**src/rtl/dut_drv_pkg.sv**
```systemverilog
// Shared definitions for the DUT op driver slice.
// Contents:
//   STATE_W      width of the driver FSM state register
//   state_e      driver FSM states (IDLE, REQ, WAIT, ACK, RESP)
//   ERR_NONE     resp_err value for an op that committed
//   ERR_TIMEOUT  resp_err value for an op that was aborted by the watchdog
package dut_drv_pkg;

  localparam int STATE_W = 3;

  typedef enum logic [STATE_W-1:0] {
    ST_IDLE = 3'd0,
    ST_REQ  = 3'd1,
    ST_WAIT = 3'd2,
    ST_ACK  = 3'd3,
    ST_RESP = 3'd4
  } state_e;

  localparam logic ERR_NONE    = 1'b0;
  localparam logic ERR_TIMEOUT = 1'b1;

endpackage

```
**src/rtl/dut_op_driver_if.sv**
```systemverilog
// Bundle of the host-side command/response handshake and the DUT-side
// op/commit handshake seen by dut_op_driver.
// Modports:
//   master  the driver: consumes host commands and DUT handshakes,
//           produces responses, val_op/commit_ack, operand and sen
//   slave   the surrounding harness/DUT wrapper (mirror of master)
// Signals:
//   cmd_val/cmd_rdy/cmd_data                         host command channel
//   resp_val/resp_rdy/resp_data/resp_cycles/resp_err host response channel
//   val_op/op_ack/op_commit/commit_ack               DUT op handshake
//   dut_data_in/dut_data_out                         DUT operand and result
//   sen                                              scan enable to the DUT
interface dut_op_driver_if #(
  parameter int DW = 32,
  parameter int CW = 8
) ();

  logic          cmd_val;
  logic          cmd_rdy;
  logic [DW-1:0] cmd_data;
  logic          resp_val;
  logic          resp_rdy;
  logic [DW-1:0] resp_data;
  logic [CW-1:0] resp_cycles;
  logic          resp_err;
  logic          val_op;
  logic          op_ack;
  logic          op_commit;
  logic          commit_ack;
  logic [DW-1:0] dut_data_in;
  logic [DW-1:0] dut_data_out;
  logic          sen;

  modport master (
    input  cmd_val, cmd_data, resp_rdy, op_ack, op_commit, dut_data_out,
    output cmd_rdy, resp_val, resp_data, resp_cycles, resp_err,
           val_op, commit_ack, dut_data_in, sen
  );

  modport slave (
    output cmd_val, cmd_data, resp_rdy, op_ack, op_commit, dut_data_out,
    input  cmd_rdy, resp_val, resp_data, resp_cycles, resp_err,
           val_op, commit_ack, dut_data_in, sen
  );

endinterface

```
**src/rtl/dut_drv_timer.sv**
```systemverilog
// Saturating up-counter with a terminal-value compare.
// Ports:
//   clk, reset_n  clock and asynchronous active-low reset
//   clr           synchronous clear to 0 (wins over everything else)
//   en            count this cycle
//   freeze        hold the count even when en is high
//   count         current count (CW bits, sticks at all-ones)
//   term          high while count equals TERM
module dut_drv_timer #(
  parameter int CW   = 8,
  parameter int TERM = 1
) (
  input  logic          clk,
  input  logic          reset_n,
  input  logic          clr,
  input  logic          en,
  input  logic          freeze,
  output logic [CW-1:0] count,
  output logic          term
);

  localparam logic [CW-1:0] TERM_VAL = CW'(TERM);
  localparam logic [CW-1:0] MAX_VAL  = '1;
  localparam logic [CW-1:0] ONE      = CW'(1);

  logic [CW-1:0] count_q, count_d;

  always_comb begin
    count_d = count_q;
    if (clr) begin
      count_d = '0;
    end else if (en && !freeze && (count_q != MAX_VAL)) begin
      count_d = count_q + ONE;
    end
  end

  always_ff @(posedge clk or negedge reset_n) begin
    if (!reset_n) begin
      count_q <= '0;
    end else begin
      count_q <= count_d;
    end
  end

  assign count = count_q;
  assign term  = (count_q == TERM_VAL);

endmodule

```
**src/rtl/dut_op_driver.sv**
```systemverilog
// Initiator side of the DUT op handshake. Takes one host command, launches it
// with val_op, waits for op_commit, captures the result and the latency,
// pulses commit_ack, then presents a response until the host takes it.
// A watchdog aborts the op with resp_err=1 after TIMEOUT_CYC cycles.
// Ports:
//   clk, reset_n  clock and asynchronous active-low reset
//   bus           dut_op_driver_if.master (host command/response + DUT handshake)
// Optional feature (macro SCAN_SNAPSHOT_EN):
//   once per op, while in WAIT with the latency count at SNAP_CYCLE, sen is
//   raised for SNAP_LEN cycles; latency/timeout counting and commit sampling
//   pause while sen is high. Without the macro, sen is tied low.
module dut_op_driver
  import dut_drv_pkg::*;
#(
  parameter int DW          = 32,
  parameter int CW          = 8,
  parameter int TIMEOUT_CYC = 64
`ifdef SCAN_SNAPSHOT_EN
  ,
  parameter int SNAP_CYCLE  = 3,
  parameter int SNAP_LEN    = 4
`endif
) (
  input logic            clk,
  input logic            reset_n,
  dut_op_driver_if.master bus
);

  localparam logic [CW-1:0] TIMEOUT_VAL = CW'(TIMEOUT_CYC);

  state_e        state_q, state_d;
  logic          cmd_rdy_q, cmd_rdy_d;
  logic          val_op_q, val_op_d;
  logic          commit_ack_q, commit_ack_d;
  logic          resp_val_q, resp_val_d;
  logic          resp_err_q, resp_err_d;
  logic [DW-1:0] dut_data_in_q, dut_data_in_d;
  logic [DW-1:0] resp_data_q, resp_data_d;
  logic [CW-1:0] resp_cycles_q, resp_cycles_d;

  logic          lat_clr;
  logic          lat_en;
  logic [CW-1:0] lat_cnt;
  logic          lat_term;
  logic          sen_active;

  // Latency counter doubles as the timeout watchdog: both count the same
  // cycles and both pause during a scan snapshot.
  assign lat_en = (state_q == ST_REQ) || (state_q == ST_WAIT);

  dut_drv_timer #(
    .CW   (CW),
    .TERM (TIMEOUT_CYC)
  ) u_lat_timer (
    .clk     (clk),
    .reset_n (reset_n),
    .clr     (lat_clr),
    .en      (lat_en),
    .freeze  (sen_active),
    .count   (lat_cnt),
    .term    (lat_term)
  );

  // Next-state and response capture. op_ack is only looked at in REQ and
  // op_commit only in WAIT (and only while sen is low), so stray pulses are
  // dropped. In WAIT, commit is checked before the watchdog so a commit that
  // lands on the timeout cycle still succeeds.
  always_comb begin
    state_d       = state_q;
    dut_data_in_d = dut_data_in_q;
    resp_data_d   = resp_data_q;
    resp_cycles_d = resp_cycles_q;
    resp_err_d    = resp_err_q;
    lat_clr       = 1'b0;

    case (state_q)
      ST_IDLE: begin
        if (bus.cmd_val && cmd_rdy_q) begin
          dut_data_in_d = bus.cmd_data;
          lat_clr       = 1'b1;
          state_d       = ST_REQ;
        end
      end
      ST_REQ: begin
        if (lat_term) begin
          resp_data_d   = '0;
          resp_cycles_d = TIMEOUT_VAL;
          resp_err_d    = ERR_TIMEOUT;
          state_d       = ST_RESP;
        end else if (bus.op_ack) begin
          state_d = ST_WAIT;
        end
      end
      ST_WAIT: begin
        if (!sen_active) begin
          if (bus.op_commit) begin
            resp_data_d   = bus.dut_data_out;
            resp_cycles_d = lat_cnt;
            resp_err_d    = ERR_NONE;
            state_d       = ST_ACK;
          end else if (lat_term) begin
            resp_data_d   = '0;
            resp_cycles_d = TIMEOUT_VAL;
            resp_err_d    = ERR_TIMEOUT;
            state_d       = ST_RESP;
          end
        end
      end
      ST_ACK: begin
        state_d = ST_RESP;
      end
      ST_RESP: begin
        if (bus.resp_rdy) begin
          state_d = ST_IDLE;
        end
      end
      default: begin
        state_d = ST_IDLE;
      end
    endcase

    // Handshake outputs are registered images of the next state, so they
    // change exactly on the state transition (val_op falls the cycle after
    // op_ack is sampled, commit_ack lives only for the one ACK cycle).
    cmd_rdy_d    = (state_d == ST_IDLE);
    val_op_d     = (state_d == ST_REQ);
    commit_ack_d = (state_d == ST_ACK);
    resp_val_d   = (state_d == ST_RESP);
  end

  always_ff @(posedge clk or negedge reset_n) begin
    if (!reset_n) begin
      state_q       <= ST_IDLE;
      cmd_rdy_q     <= 1'b1;
      val_op_q      <= 1'b0;
      commit_ack_q  <= 1'b0;
      resp_val_q    <= 1'b0;
      resp_err_q    <= 1'b0;
      dut_data_in_q <= '0;
      resp_data_q   <= '0;
      resp_cycles_q <= '0;
    end else begin
      state_q       <= state_d;
      cmd_rdy_q     <= cmd_rdy_d;
      val_op_q      <= val_op_d;
      commit_ack_q  <= commit_ack_d;
      resp_val_q    <= resp_val_d;
      resp_err_q    <= resp_err_d;
      dut_data_in_q <= dut_data_in_d;
      resp_data_q   <= resp_data_d;
      resp_cycles_q <= resp_cycles_d;
    end
  end

`ifdef SCAN_SNAPSHOT_EN
  localparam logic [CW-1:0] SNAP_AT = CW'(SNAP_CYCLE);

  logic          sen_q, sen_d;
  logic [CW-1:0] snap_cnt;
  logic          snap_term;

  // Counts sen-high cycles for the current op. It is cleared on op launch and
  // stays non-zero after the snapshot, which is what limits it to once per op.
  dut_drv_timer #(
    .CW   (CW),
    .TERM (SNAP_LEN - 1)
  ) u_snap_timer (
    .clk     (clk),
    .reset_n (reset_n),
    .clr     (lat_clr),
    .en      (sen_q),
    .freeze  (1'b0),
    .count   (snap_cnt),
    .term    (snap_term)
  );

  // Start only if the op is staying in WAIT; a commit sampled on the start
  // cycle ends the op and must not leave sen hanging.
  always_comb begin
    sen_d = sen_q;
    if (lat_clr) begin
      sen_d = 1'b0;
    end else if (sen_q) begin
      if (snap_term) begin
        sen_d = 1'b0;
      end
    end else if ((state_q == ST_WAIT) && (state_d == ST_WAIT) &&
                 (snap_cnt == '0) && (lat_cnt == SNAP_AT)) begin
      sen_d = 1'b1;
    end
  end

  always_ff @(posedge clk or negedge reset_n) begin
    if (!reset_n) begin
      sen_q <= 1'b0;
    end else begin
      sen_q <= sen_d;
    end
  end

  assign sen_active = sen_q;
`else
  assign sen_active = 1'b0;
`endif

  assign bus.cmd_rdy     = cmd_rdy_q;
  assign bus.val_op      = val_op_q;
  assign bus.commit_ack  = commit_ack_q;
  assign bus.resp_val    = resp_val_q;
  assign bus.resp_err    = resp_err_q;
  assign bus.resp_data   = resp_data_q;
  assign bus.resp_cycles = resp_cycles_q;
  assign bus.dut_data_in = dut_data_in_q;
  assign bus.sen         = sen_active;

endmodule

```
**src/flat_wrapper.sv**
```systemverilog
// flat-port wrapper written by rule: the top's interface ports become plain ports
module dut_op_driver_flat import dut_drv_pkg::*;
#(
  parameter int DW          = 32,
  parameter int CW          = 8,
  parameter int TIMEOUT_CYC = 64

)
  (clk, reset_n, bus_cmd_val, bus_cmd_data, bus_resp_rdy, bus_op_ack, bus_op_commit, bus_dut_data_out, bus_cmd_rdy, bus_resp_val, bus_resp_data, bus_resp_cycles, bus_resp_err, bus_val_op, bus_commit_ack, bus_dut_data_in, bus_sen);
  dut_op_driver_if #(.DW(DW), .CW(CW)) bus_i ();
  input logic clk;
  input logic reset_n;
  input wire logic [$bits(bus_i.cmd_val)-1:0] bus_cmd_val;
  input wire logic [$bits(bus_i.cmd_data)-1:0] bus_cmd_data;
  input wire logic [$bits(bus_i.resp_rdy)-1:0] bus_resp_rdy;
  input wire logic [$bits(bus_i.op_ack)-1:0] bus_op_ack;
  input wire logic [$bits(bus_i.op_commit)-1:0] bus_op_commit;
  input wire logic [$bits(bus_i.dut_data_out)-1:0] bus_dut_data_out;
  output wire logic [$bits(bus_i.cmd_rdy)-1:0] bus_cmd_rdy;
  output wire logic [$bits(bus_i.resp_val)-1:0] bus_resp_val;
  output wire logic [$bits(bus_i.resp_data)-1:0] bus_resp_data;
  output wire logic [$bits(bus_i.resp_cycles)-1:0] bus_resp_cycles;
  output wire logic [$bits(bus_i.resp_err)-1:0] bus_resp_err;
  output wire logic [$bits(bus_i.val_op)-1:0] bus_val_op;
  output wire logic [$bits(bus_i.commit_ack)-1:0] bus_commit_ack;
  output wire logic [$bits(bus_i.dut_data_in)-1:0] bus_dut_data_in;
  output wire logic [$bits(bus_i.sen)-1:0] bus_sen;
  assign bus_i.cmd_val = bus_cmd_val;
  assign bus_i.cmd_data = bus_cmd_data;
  assign bus_i.resp_rdy = bus_resp_rdy;
  assign bus_i.op_ack = bus_op_ack;
  assign bus_i.op_commit = bus_op_commit;
  assign bus_i.dut_data_out = bus_dut_data_out;
  assign bus_cmd_rdy = bus_i.cmd_rdy;
  assign bus_resp_val = bus_i.resp_val;
  assign bus_resp_data = bus_i.resp_data;
  assign bus_resp_cycles = bus_i.resp_cycles;
  assign bus_resp_err = bus_i.resp_err;
  assign bus_val_op = bus_i.val_op;
  assign bus_commit_ack = bus_i.commit_ack;
  assign bus_dut_data_in = bus_i.dut_data_in;
  assign bus_sen = bus_i.sen;
  dut_op_driver #(.DW(DW), .CW(CW), .TIMEOUT_CYC(TIMEOUT_CYC)) u_core (.clk(clk), .reset_n(reset_n), .bus(bus_i));
endmodule
```
**config.mk**
```make
export PLATFORM = sky130hd
export DESIGN_NAME = dut_op_driver_flat
export DESIGN_NICKNAME = d
export VERILOG_FILES = /design/src/rtl/dut_drv_pkg.sv /design/src/rtl/dut_op_driver_if.sv /design/src/rtl/dut_drv_timer.sv /design/src/rtl/dut_op_driver.sv /design/src/flat_wrapper.sv
export SDC_FILE = /design/constraint.sdc
export NUM_CORES = 1
export LEC_CHECK = 0
export ABC_AREA = 1
export CORE_ASPECT_RATIO = 1.4
export CORE_UTILIZATION = 40
export DETAILED_ROUTE_END_ITERATION = 7
export MAX_ROUTING_LAYER = met4
export PLACE_DENSITY = 0.77
export RECOVER_POWER = 25
export SETUP_SLACK_MARGIN = 0.1
export SYNTH_ARGS = -nofsm -noshare
export SYNTH_HDL_FRONTEND = slang
export SYNTH_SLANG_ARGS = --single-unit
```
**constraint.sdc**
```tcl
create_clock -name clk -period 3.71 [get_ports clk]
set_clock_uncertainty 0.1 [all_clocks]
set_input_delay 1.113 -clock clk [delete_from_list [all_inputs] [get_ports clk]]
set_output_delay 1.113 -clock clk [all_outputs]
set_load 0.02 [all_outputs]
```
# ---- Word-level counts from Yosys, hierarchy flattened
# Cells that the tools add are included.
dict set report totals {
  ff_bits 88
  inputBits 70
  word_cells 48
}
dict set report op_classes {
  add_sub_neg 1
  n_eq_ne 9
  n_mux 20
  n_reduce_logical 8
}
# operator count
set op_table {}
lappend op_table {{two-way mux 32 bit} 2}
lappend op_table {{case mux 32 bit (2 select lines)} 1}
lappend op_table {{two-way mux 8 bit} 4}
lappend op_table {{two-way mux 3 bit} 6}
lappend op_table {{case mux 8 bit (2 select lines)} 1}
lappend op_table {{case mux 3 bit (5 select lines)} 1}
lappend op_table {{equality test 3 x 2 -> 1 bit, second input constant} 3}
lappend op_table {{adder 8 x 1 -> 8 bit, second input constant} 1}
lappend op_table {{equality test 8 x 7 -> 1 bit, second input constant} 1}
lappend op_table {{inequality test 8 bit, second input constant} 1}
lappend op_table {{equality test 3 x 1 -> 1 bit, second input constant} 2}
lappend op_table {{equality test 3 bit, second input constant} 2}
lappend op_table {{logical NOT 3 bit} 2}
lappend op_table {{two-way mux 1 bit} 4}
lappend op_table {{nonzero test 2 bit} 2}
lappend op_table {{logical AND 1 bit} 2}
lappend op_table {{case mux 1 bit (2 select lines)} 1}
lappend op_table {{AND reduction 2 bit} 1}
lappend op_table {{logical OR 1 bit} 1}

# ---- Logic depth before layout (Yosys ltp)
dict set report depth {
  ltp_word 5
  depth_mapped 9
  mapped_depth_nobuf 9
}

# ---- Cells and area by module
# Synthesis repeated with hierarchy kept, for this count alone.
dict set report hier_totals {
  cells_unflattened 690
  area_unflattened_um2 4737.0
}
# mod n_inst cells_per_inst area_each_um2
set modules_own_cells {}
lappend modules_own_cells {dut_op_driver 1 617 4209.0}
lappend modules_own_cells {dut_drv_timer 1 73 528.0}

# ---- Worst setup path after synthesis
# No wires, ideal clock.
dict set report synth_path {
  path_type {input to register}
  start {input port bus_cmd_val}
  end {register u_core.dut_data_in_q[11] (netlist: u_core.bus.dut_data_in[11])}
  setup_ps 116
  arrival_time_ps 1724
  setup_slack_ps 1770
  cell_stages 5
  cell_sequence {nand4_1 > buf_2 > buf_4 > nand2_1 > nand2_1}
}
dict set report synth_between {
  elab_chain_len 2
}
# item line_no
set synth_lines {}
lappend synth_lines {{start, declared} flat_wrapper.sv:13} ;# input wire logic [$bits(bus_i.cmd_val)-1:0] bus_cmd_val;
lappend synth_lines {{logical AND 1 bit} dut_op_driver.sv:78} ;# if (bus.cmd_val && cmd_rdy_q) begin
lappend synth_lines {{AND reduction 2 bit (no line)} --}
lappend synth_lines {{end signal, assigned} dut_op_driver.sv:149} ;# dut_data_in_q <= dut_data_in_d;
lappend synth_lines {{end, declared} dut_op_driver.sv:37} ;# logic [DW-1:0] dut_data_in_q, dut_data_in_d;
# Every way passes these cells.
# A chain may end at the register's enable or synchronous reset.

==> results.sh <==
export IMPL_status="finished, violations left"
export IMPL_violations="design-rule violations, max-capacitance violations, max-slew violations"
export IMPL_worst_slack_ns=0.911
export IMPL_n_antenna_cell=0
export IMPL_clock_latency_ns=0.33
export IMPL_ant_nets=0
export IMPL_path_cells="clkbuf_2"
export IMPL_startpoint_type="primary input"
export IMPL_setup_viol=0
export IMPL_globalplace_congestion=0.763
export IMPL_synth_seq_cells=88
export IMPL_syn_area_sq_um=3790
export IMPL_max_vdd_ir_drop_mv=0.481
export IMPL_cp_max_fo=88
export IMPL_syn_area_per_cell_sq_um=8.96
export IMPL_final_cell_mix="clkdlybuf4s50_1 (145), nand2_1 (125), dfrtp_1 (87)"
export IMPL_relSlewSlack_pct=-44.4
export IMPL_ys_types=28
export IMPL_holdBufCountCts=0
export IMPL_clock_sinks=88
export IMPL_hold_path_class="flop to flop"
export IMPL_vias=3298
export IMPL_grt_pass1_vias=3304
export IMPL_period_minus_slack_ns=2.80
export IMPL_final_nets=633
export IMPL_period_share_pct=75.4
export IMPL_design_power_total_uw=4500
export IMPL_cp_arrival_ns=2.70
export IMPL_dieHeight_um=117
export IMPL_antenna_found_initial=0
export IMPL_rsz0062_at_grt="no"
export IMPL_drc=20
export IMPL_post_drt_wl_per_cell_um=13.7
export IMPL_track_usage_pct=19.9
export IMPL_cts_buffers=9
export IMPL_syn2layout_area_growth_pct=46.5
export IMPL_htree_levels=3
export IMPL_initial_core_util_pct=41.7
export IMPL_seq_area_frac_synth_pct=58.2
export IMPL_root_buffer="clkbuf_16"
export IMPL_synth_fp_nets=495
export IMPL_clkTransAtPathRegs_ns=0.06
export IMPL_overflow=0
export IMPL_drive_above_1_share_pct=8.13
export IMPL_n_fill_cell=791
export IMPL_io_buffers=146
export IMPL_dp_slack_ns=0.740
export IMPL_finalMaxSlewViolations=89
export IMPL_layout_commonest_cell="clkdlybuf4s50_1"
export IMPL_yosys_warnings=0
export IMPL_wl_mm=9.21
export IMPL_fin_setup_tns_ns=0
export IMPL_ios=148
export IMPL_die_width_um=84.3
export IMPL_worstSetupEndpointType="async pin"
export IMPL_cts_setup_buffers=0
export IMPL_cp_slowest_cell="clkbuf_2"
export IMPL_netlist_instances=423
export IMPL_clockBufferDepth=2
export IMPL_timing_final_hold_violations=0
export IMPL_power_density_nw_per_um2=812
export IMPL_grt_pass1_wl_mm=15.0
export IMPL_core_area_sq_um=9080
export IMPL_fmax_mhz=357
export IMPL_drt_pass1_iter_count=6
export IMPL_critPathTopFamily="buffers and inverters"
export IMPL_leakagePower_uw=0.00252
export IMPL_grt_start_max_net_pins=89
export IMPL_tritoncts="yes"
export IMPL_rows=41
export IMPL_hpwlAfterDp_mm=6.56
export IMPL_maxCapViolCount=1
export IMPL_crit_buf_inv=1
export IMPL_worst_pin_slew_ns=2.17
export IMPL_die_area_sq_um=9870
export IMPL_crit_type="primary input to async pin"
export IMPL_drtIter0Drc=201
export IMPL_worstPathRequired_ns=3.61
export IMPL_cts_resized=0
export IMPL_viasPerCell=4.90
export IMPL_slowest_delay_ns=1.47
export IMPL_whs_ns=0.376
state kept, by name, indices dropped and copies added, names as in the netlist:
signal and flops:
u_core.bus.cmd_rdy 1, u_core.bus.resp_err 1, u_core.bus.commit_ack 1, u_core.bus.resp_cycles 8
u_core.u_lat_timer.count 8, u_core.bus.val_op 1, u_core.bus.resp_data 32, u_core.state_q 3
u_core.bus.dut_data_in 32, u_core.bus.resp_val 1
power breakdown:
group	leakage, uW	switching, uW	internal [uW]	total [uW]
clock	0.000136	348	488	836
combinational	0.00137	1180	904	2080
sequential	0.00101	236	1350	1580
synth_stat cells, drive strengths merged:
cell type | instances | area [sq um]
xor2 | 2 | 17.5
nand2 | 128 | 488
dfstp | 1 | 26.3
o21ai | 44 | 258
dfrtp | 87 | 2180
nand4 | 4 | 25.0
a21oi | 44 | 228
nand3 | 13 | 87.6
nor2 | 52 | 220
xnor2 | 1 | 8.76
conb | 1 | 3.75
clkbuf | 8 | 32.5
inv | 19 | 71.3
buf | 17 | 120
ha | 2 | 25.0
per-stage QoR:
step,area (sq um),std cells,utilization (%)
after floorplan,3790,423,-
after global placement,5270,657,58.1
after detailed placement,5270,657,58.1
after CTS,5550,673,61.1
after global routing,5550,673,61.1
final,5550,673,61.1
area by class of cell:
type,count,area [sq um],share of cell area (%)
Clock inverter,3,17.5,0.316
Multi-Input combinational cell,291,1360,24.5
Inverter,19,71.3,1.29
Sequential cell,88,2200,39.7
Clock buffer,13,260,4.69
Tap cell,107,134,2.41
Timing Repair Buffer,152,1500,27.1
layer usage:
layer	vias to the layer above	track usage [%]	wire, um
met4	0	8.16	170
met1	1542	23.0	3840
met5	-	-	0
met2	124	34.0	4590
met3	14	4.42	610
li1	1618	-	-
worst paths after layout:
kind                                           startpoint                           to  slack (ns)  depth (start not counted)
worst min register to register  u_core.bus.dut_data_in[1]    u_core.bus.dut_data_in[1]        0.38                          2
max in group clk                       u_core.bus.cmd_rdy                  bus_cmd_rdy        1.02                          1
min in group asynchronous                         reset_n   u_core.bus.dut_data_in[25]        1.28                          1
worst max register to register          u_core.state_q[2]  u_core.u_lat_timer.count[6]        1.65                          8
worst max-delay path                              reset_n     u_core.bus.resp_data[16]        0.91                          1
worst min-delay path            u_core.bus.dut_data_in[1]    u_core.bus.dut_data_in[1]        0.38                          2
kinds of logic (layout without fill, tap and decap cells):
kind of cell | after synthesis | after routing | share of synthesized area (%)
xor+xnor | 3 | 3 | 0.694
fa+ha+maj | 2 | 2 | 0.660
compound gates | 88 | 88 | 12.8
other cells | 1 | 1 | 0.0990
simple gates | 197 | 197 | 21.7
flops | 88 | 88 | 58.2
buf+inv | 44 | 187 | 5.91
No activity file was read; power rests on OpenSTA's default activity.
